**config.mk**
```make
export PLATFORM = sky130hd
export DESIGN_NAME = m_w_reg
export DESIGN_NICKNAME = d
export VERILOG_FILES = /design/src/rtl/m_w_reg.sv
export SDC_FILE = /design/constraint.sdc
export NUM_CORES = 1
export LEC_CHECK = 0
export CORE_UTILIZATION = 43
export DETAILED_ROUTE_END_ITERATION = 10
export PLACE_DENSITY_LB_ADDON = 0.08
export SYNTH_ARGS = -nofsm -noshare
export SYNTH_HDL_FRONTEND = slang
export SYNTH_SLANG_ARGS = --single-unit
```
**constraint.sdc**
```tcl
create_clock -name clk -period 3.8 [get_ports clk]
set_clock_uncertainty 0.05 [all_clocks]
set_input_delay 1.14 -clock clk [delete_from_list [all_inputs] [get_ports clk]]
set_output_delay 1.14 -clock clk [all_outputs]
set_load 0.005 [all_outputs]
```
**src/rtl/m_w_reg.sv**
```systemverilog
// M/W pipeline register: carries the memory-stage results into write-back,
// derives the GRF write enable/data and counts retired instructions.
module m_w_reg #(
    parameter logic [31:0] RESET_PC      = 32'h0000_3000,
    parameter logic [31:0] RETIRED_RESET = 32'h0000_0000
) (
    input  logic        clk,
    input  logic        reset,
    input  logic        en,
    input  logic        flush,
    input  logic        M_valid,
    input  logic [31:0] M_instr,
    input  logic [31:0] M_PC,
    input  logic [31:0] M_ALUout,
    input  logic [31:0] M_DMout,
    input  logic [4:0]  M_A3,
    input  logic [1:0]  M_Tnew,
    output logic [31:0] W_instr,
    output logic [31:0] W_PC,
    output logic [31:0] W_ALUout,
    output logic [31:0] W_DMout,
    output logic [4:0]  W_A3,
    output logic [1:0]  W_Tnew,
    output logic        W_valid,
    output logic        W_RegWrite,
    output logic [31:0] W_WD,
    output logic [31:0] W_retired
);
    localparam logic [5:0] OP_RTYPE = 6'b000000;
    localparam logic [5:0] OP_ORI   = 6'b001101;
    localparam logic [5:0] OP_LW    = 6'b100011;
    localparam logic [5:0] OP_LUI   = 6'b001111;
    localparam logic [5:0] OP_JAL   = 6'b000011;
    localparam logic [5:0] FN_ADD   = 6'b100000;
    localparam logic [5:0] FN_SUB   = 6'b100010;

    logic [1:0] tnew_dec;
    assign tnew_dec = (M_Tnew == 2'd0) ? 2'd0 : M_Tnew - 2'd1;

    // Flush beats stall beats load; a flushed slot still tracks M_PC.
    always_ff @(posedge clk or negedge reset) begin
        if (!reset) begin
            W_instr   <= '0;
            W_PC      <= RESET_PC;
            W_ALUout  <= '0;
            W_DMout   <= '0;
            W_A3      <= '0;
            W_Tnew    <= '0;
            W_valid   <= 1'b0;
            W_retired <= RETIRED_RESET;
        end else if (flush) begin
            W_instr  <= '0;
            W_PC     <= M_PC;
            W_ALUout <= '0;
            W_DMout  <= '0;
            W_A3     <= '0;
            W_Tnew   <= '0;
            W_valid  <= 1'b0;
        end else if (en) begin
            W_instr  <= M_instr;
            W_PC     <= M_PC;
            W_ALUout <= M_ALUout;
            W_DMout  <= M_DMout;
            W_A3     <= M_A3;
            W_Tnew   <= tnew_dec;
            W_valid  <= M_valid;
            if (M_valid && (M_instr != 32'd0))
                W_retired <= W_retired + 32'd1;
        end
    end

    logic [5:0] op, funct;
    logic       is_add, is_sub, is_ori, is_lw, is_lui, is_jal;
    assign op     = W_instr[31:26];
    assign funct  = W_instr[5:0];
    assign is_add = (op == OP_RTYPE) && (funct == FN_ADD);
    assign is_sub = (op == OP_RTYPE) && (funct == FN_SUB);
    assign is_ori = (op == OP_ORI);
    assign is_lw  = (op == OP_LW);
    assign is_lui = (op == OP_LUI);
    assign is_jal = (op == OP_JAL);

    assign W_RegWrite = W_valid && (W_A3 != 5'd0) &&
                        (is_add || is_sub || is_ori || is_lw || is_lui || is_jal);

    // jal links PC+8; the add wraps naturally at 32 bits.
    assign W_WD = is_lw  ? W_DMout :
                  is_jal ? W_PC + 32'd8 :
                           W_ALUout;
endmodule

```
==> results of run 1 <==
cell families (layout without fill, tap and decap cells):
group                    after synthesis  count (layout)  synth area share
AND/OR/NAND/NOR                      274             276             0.166
flip-flops                           168             168             0.517
multiplexers                         142             142             0.180
AO/OA/AOI/OAI                         65              65            0.0468
buffers and inverters                 57             421            0.0277
XOR/XNOR                              55              55            0.0592
adder cells (fa/ha/maj)                2               2           0.00308
power by group through the flow:
stage | Combinational (mW) | Clock (mW) | Sequential [mW]
floorplan | 0.298 | 0 | 2.05
global route | 0.962 | 1.87 | 2.05
CTS | 0.892 | 1.80 | 2.03
finish | 0.897 | 1.76 | 2.03
global placement | 0.865 | 0 | 2.06
detailed placement | 0.870 | 0 | 2.06
placed cells by master (no fill, tap or decap), types with 16 or more instances in the layout:
cell                              synthesis  layout
sky130_fd_sc_hd__a21oi_1                 21      21
sky130_fd_sc_hd__nand3_1                 24      21
sky130_fd_sc_hd__mux2i_1                110     110
sky130_fd_sc_hd__xnor2_1                 35      34
sky130_fd_sc_hd__mux2_2                  32      32
sky130_fd_sc_hd__dfrtp_1                166     161
sky130_fd_sc_hd__buf_4                    0      33
sky130_fd_sc_hd__and3_1                  16      16
sky130_fd_sc_hd__clkbuf_16                0      17
sky130_fd_sc_hd__xor2_1                  20      20
sky130_fd_sc_hd__nand2_1                 34      34
sky130_fd_sc_hd__clkdlybuf4s50_1          0     327
sky130_fd_sc_hd__o21ai_0                 25      23
sky130_fd_sc_hd__nor2_1                 127     124
sky130_fd_sc_hd__nor3_1                  18      16
what timing repair did:
item / CTS / global route
gates cloned: 0 / 2
pin swaps: 5 / 10
setup endpoints to repair: 19 / 17
resized for setup: 26 / 20
buffers inserted: 6 / 12
Yosys cell counts (2+ instances only):
| cell type | instances | area (sq um) |
|---|---|---|
| sky130_fd_sc_hd__dfrtp_1 | 166 | 4150 |
| sky130_fd_sc_hd__nor2_1 | 127 | 477 |
| sky130_fd_sc_hd__mux2i_1 | 110 | 1100 |
| sky130_fd_sc_hd__xnor2_1 | 35 | 307 |
| sky130_fd_sc_hd__nand2_1 | 34 | 128 |
| sky130_fd_sc_hd__mux2_2 | 32 | 360 |
| sky130_fd_sc_hd__clkbuf_1 | 29 | 109 |
| sky130_fd_sc_hd__o21ai_0 | 25 | 125 |
| sky130_fd_sc_hd__nand3_1 | 24 | 120 |
| sky130_fd_sc_hd__a21oi_1 | 21 | 105 |
| sky130_fd_sc_hd__xor2_1 | 20 | 175 |
| sky130_fd_sc_hd__nor3_1 | 18 | 90.1 |
| sky130_fd_sc_hd__and3_1 | 16 | 100 |
| sky130_fd_sc_hd__nor4_1 | 16 | 100 |
| sky130_fd_sc_hd__inv_1 | 14 | 52.6 |
| sky130_fd_sc_hd__nand4_1 | 12 | 75.1 |
| sky130_fd_sc_hd__buf_1 | 10 | 37.5 |
| sky130_fd_sc_hd__o22ai_1 | 6 | 37.5 |
| sky130_fd_sc_hd__nand2b_1 | 5 | 31.3 |
| sky130_fd_sc_hd__buf_2 | 3 | 15.0 |
| sky130_fd_sc_hd__a221o_1 | 2 | 20.0 |
| sky130_fd_sc_hd__a31oi_1 | 2 | 12.5 |
| sky130_fd_sc_hd__and3_2 | 2 | 15.0 |
| sky130_fd_sc_hd__and4_1 | 2 | 17.5 |
| sky130_fd_sc_hd__and4_2 | 2 | 20.0 |
| sky130_fd_sc_hd__dfstp_2 | 2 | 52.6 |
| sky130_fd_sc_hd__ha_1 | 2 | 25.0 |
| sky130_fd_sc_hd__nand4_4 | 2 | 42.5 |
| sky130_fd_sc_hd__nor3b_1 | 2 | 15.0 |
| sky130_fd_sc_hd__nor4b_1 | 2 | 17.5 |
| sky130_fd_sc_hd__o31ai_1 | 2 | 15.0 |
through the flow:
stage                     setup slack [ps]  std cells
after floorplan                        588        763
after global placement                55.6       1306
after detailed placement             -8.41       1306
after CTS                            -21.5       1344
after global routing                 -80.2       1358
final                                 32.4       1358
metal layers:
| metal | track usage | routed length (um) | vias up |
|---|---|---|---|
| met5 | 0 | 0 | - |
| li1 | - | - | 3368 |
| met4 | 0.0708 | 502 | 0 |
| met2 | 0.488 | 13600 | 234 |
| met3 | 0.0657 | 1800 | 30 |
| met1 | 0.320 | 10600 | 3474 |
final timing paths:
check | from | end | slack [ps] | cells past startpoint
max | W_PC[13] | W_WD[29] | 30 | 6
min | W_retired[31] | W_retired[31] | 460 | 1
max reg2reg | W_retired[0] | W_retired[20] | 1560 | 6
min reg2reg | W_retired[31] | W_retired[31] | 460 | 1
max in group asynchronous | reset | W_PC[8] | 2180 | 2
min in group asynchronous | reset | W_A3[3] | 670 | 1
final cells by class:
cell class                      instances  area [sq um]
Timing Repair Buffer                  375          3710
Sequential cell                       168          4210
Clock buffer                           21           440
Multi-Input combinational cell        540          3850
Tap cell                              229           287
Inverter                               14          52.6
Fill cell                            1444          5570
Clock inverter                         11           149
sequential cells by signal, indices dropped and copies added (netlist names):
register   count
W_valid        1
W_Tnew         2
W_ALUout      32
W_instr       32
W_retired     32
W_DMout       32
W_PC          32
W_A3           5
==> reports/metrics.yaml, run 1 <==
grt_start_max_net_pins: 75
power-per-cell-area_nw_per_um2: 370
drt-wirelength-per-cell_um: 19.5
tritoncts_num_sinks: 168
synth_seq_area_share: 0.517
antenna-diode-count: 0
die_area_sq_um: 19500
start_util: 0.445
floorplan.die.height_um: 140
final_area_sq_um: 12700
final_layout_size_suffix_gt1_frac: 0.124
global_route_total_overflow: 0
fin_hold_ws_ps: 457
worst_path_max_delay_cell: "sky130_fd_sc_hd__dfstp_2"
yosysWarningCount: 0
layout_worst_path_cycle_share: 0.991
finish.net_count: 1258
placement.io_buffers: 340
gp_congestion: 0.866
totalNegativeSetupSlack_ps: 0
slowest_delay_ps: 560
cell_internal_pwr_mw: 3.47
synth-async-reset-ratio: 1.00
insertion_delay_ps: 430
cellLeakagePower_nw: 5.68
cpLargestDelayFamily: "simple AND/OR/NAND/NOR gates"
ys_dominant_reg_cell: "sky130_fd_sc_hd__dfrtp_1"
endpoint_kind: "output pin"
path_clk_slew_ps: 60
cts-root-to-sink-buffers: 2
tritoncts: "built"
gate_power_share: 0.191
grt_first_pass_wirelength_um: 40500
total_nets_after_synthesis: 905
kind_of_critical_path: "reg -> out"
timing_hold_violations_final: 0
globalRouteTotalUtil: 0.270
yosysUniqueCellTypes: 49
detailed_place_hpwl_um: 19100
tritoncts.num_buffers: 17
rsz0062_at_grt: "yes"
power.switching_mw: 1.22
detailed_route_iter0_violations: 303
timing.critical_path.from_type: "register"
max-vdd-ir-drop_mv: 0.313
area_delta_synth_final_pct: 56.2
die_w_um: 140
cp.required_ps: 2610
number_of_buffers_and_inverters_on_the_critical_path: 1
postPlaceCellArea_sq_um: 11800
placement_rows: 49
drc: 0
power.total_mw: 4.69
post_synthesis_register_bit_count: 168
grt_pass1_vias: 7218
cts-hold-fix-buffers: 0
firstDrtPassIters: 4
clock-root-buffer: "sky130_fd_sc_hd__clkbuf_16"
drt-vias-per-instance: 5.23
max_slew_margin: 0.336
post_layout_utilization_of_the_core: 0.695
critical_path.cell_chain: "nand4_4, or2_2, nor4b_2, xnor2_1, o22ai_1, clkdlybuf4s50_1"
grt_antenna_before_repair: 0
timing.final.max_slew_violations: 0
hold_path_class: "reg -> reg"
power.clock.fraction: 0.376
fmax_ghz: 0.265
pwr-share-seq: 0.433
timing.max_cap.violations: 0
netlist_area_sq_um: 8130
detailroute.via_count: 7106
status: "finished, final reports clean"
pin_count: 341
cts_max_level: 4
synth_edf_count: 0
fp.coreArea_sq_um: 18300
postSynthAreaPerCell_sq_um: 10.7
final_antenna_net_count: 0
power.share.switching: 0.260
worst_max_slew_pin_slew_ps: 997
worstPathArrival_ps: 2580
critical_path_peak_fanout: 5
finalWirelength_um: 26500
final.min_clock_period_ps: 3770
setup_viol_count_final: 0
netlist_instances: 763
Power figures use the tool's default switching activity.
==> run 2: changes to the inputs <==
--- a/config.mk
+++ b/config.mk
@@ -6,6 +6,7 @@
 export NUM_CORES = 1
 export LEC_CHECK = 0
 export CORE_UTILIZATION = 43
+export CTS_CLUSTER_DIAMETER = 120
 export DETAILED_ROUTE_END_ITERATION = 10
 export PLACE_DENSITY_LB_ADDON = 0.08
 export SYNTH_ARGS = -nofsm -noshare
==> results of run 2 <==
No change in the layout: final DEF, timing and power equal those of run 1.
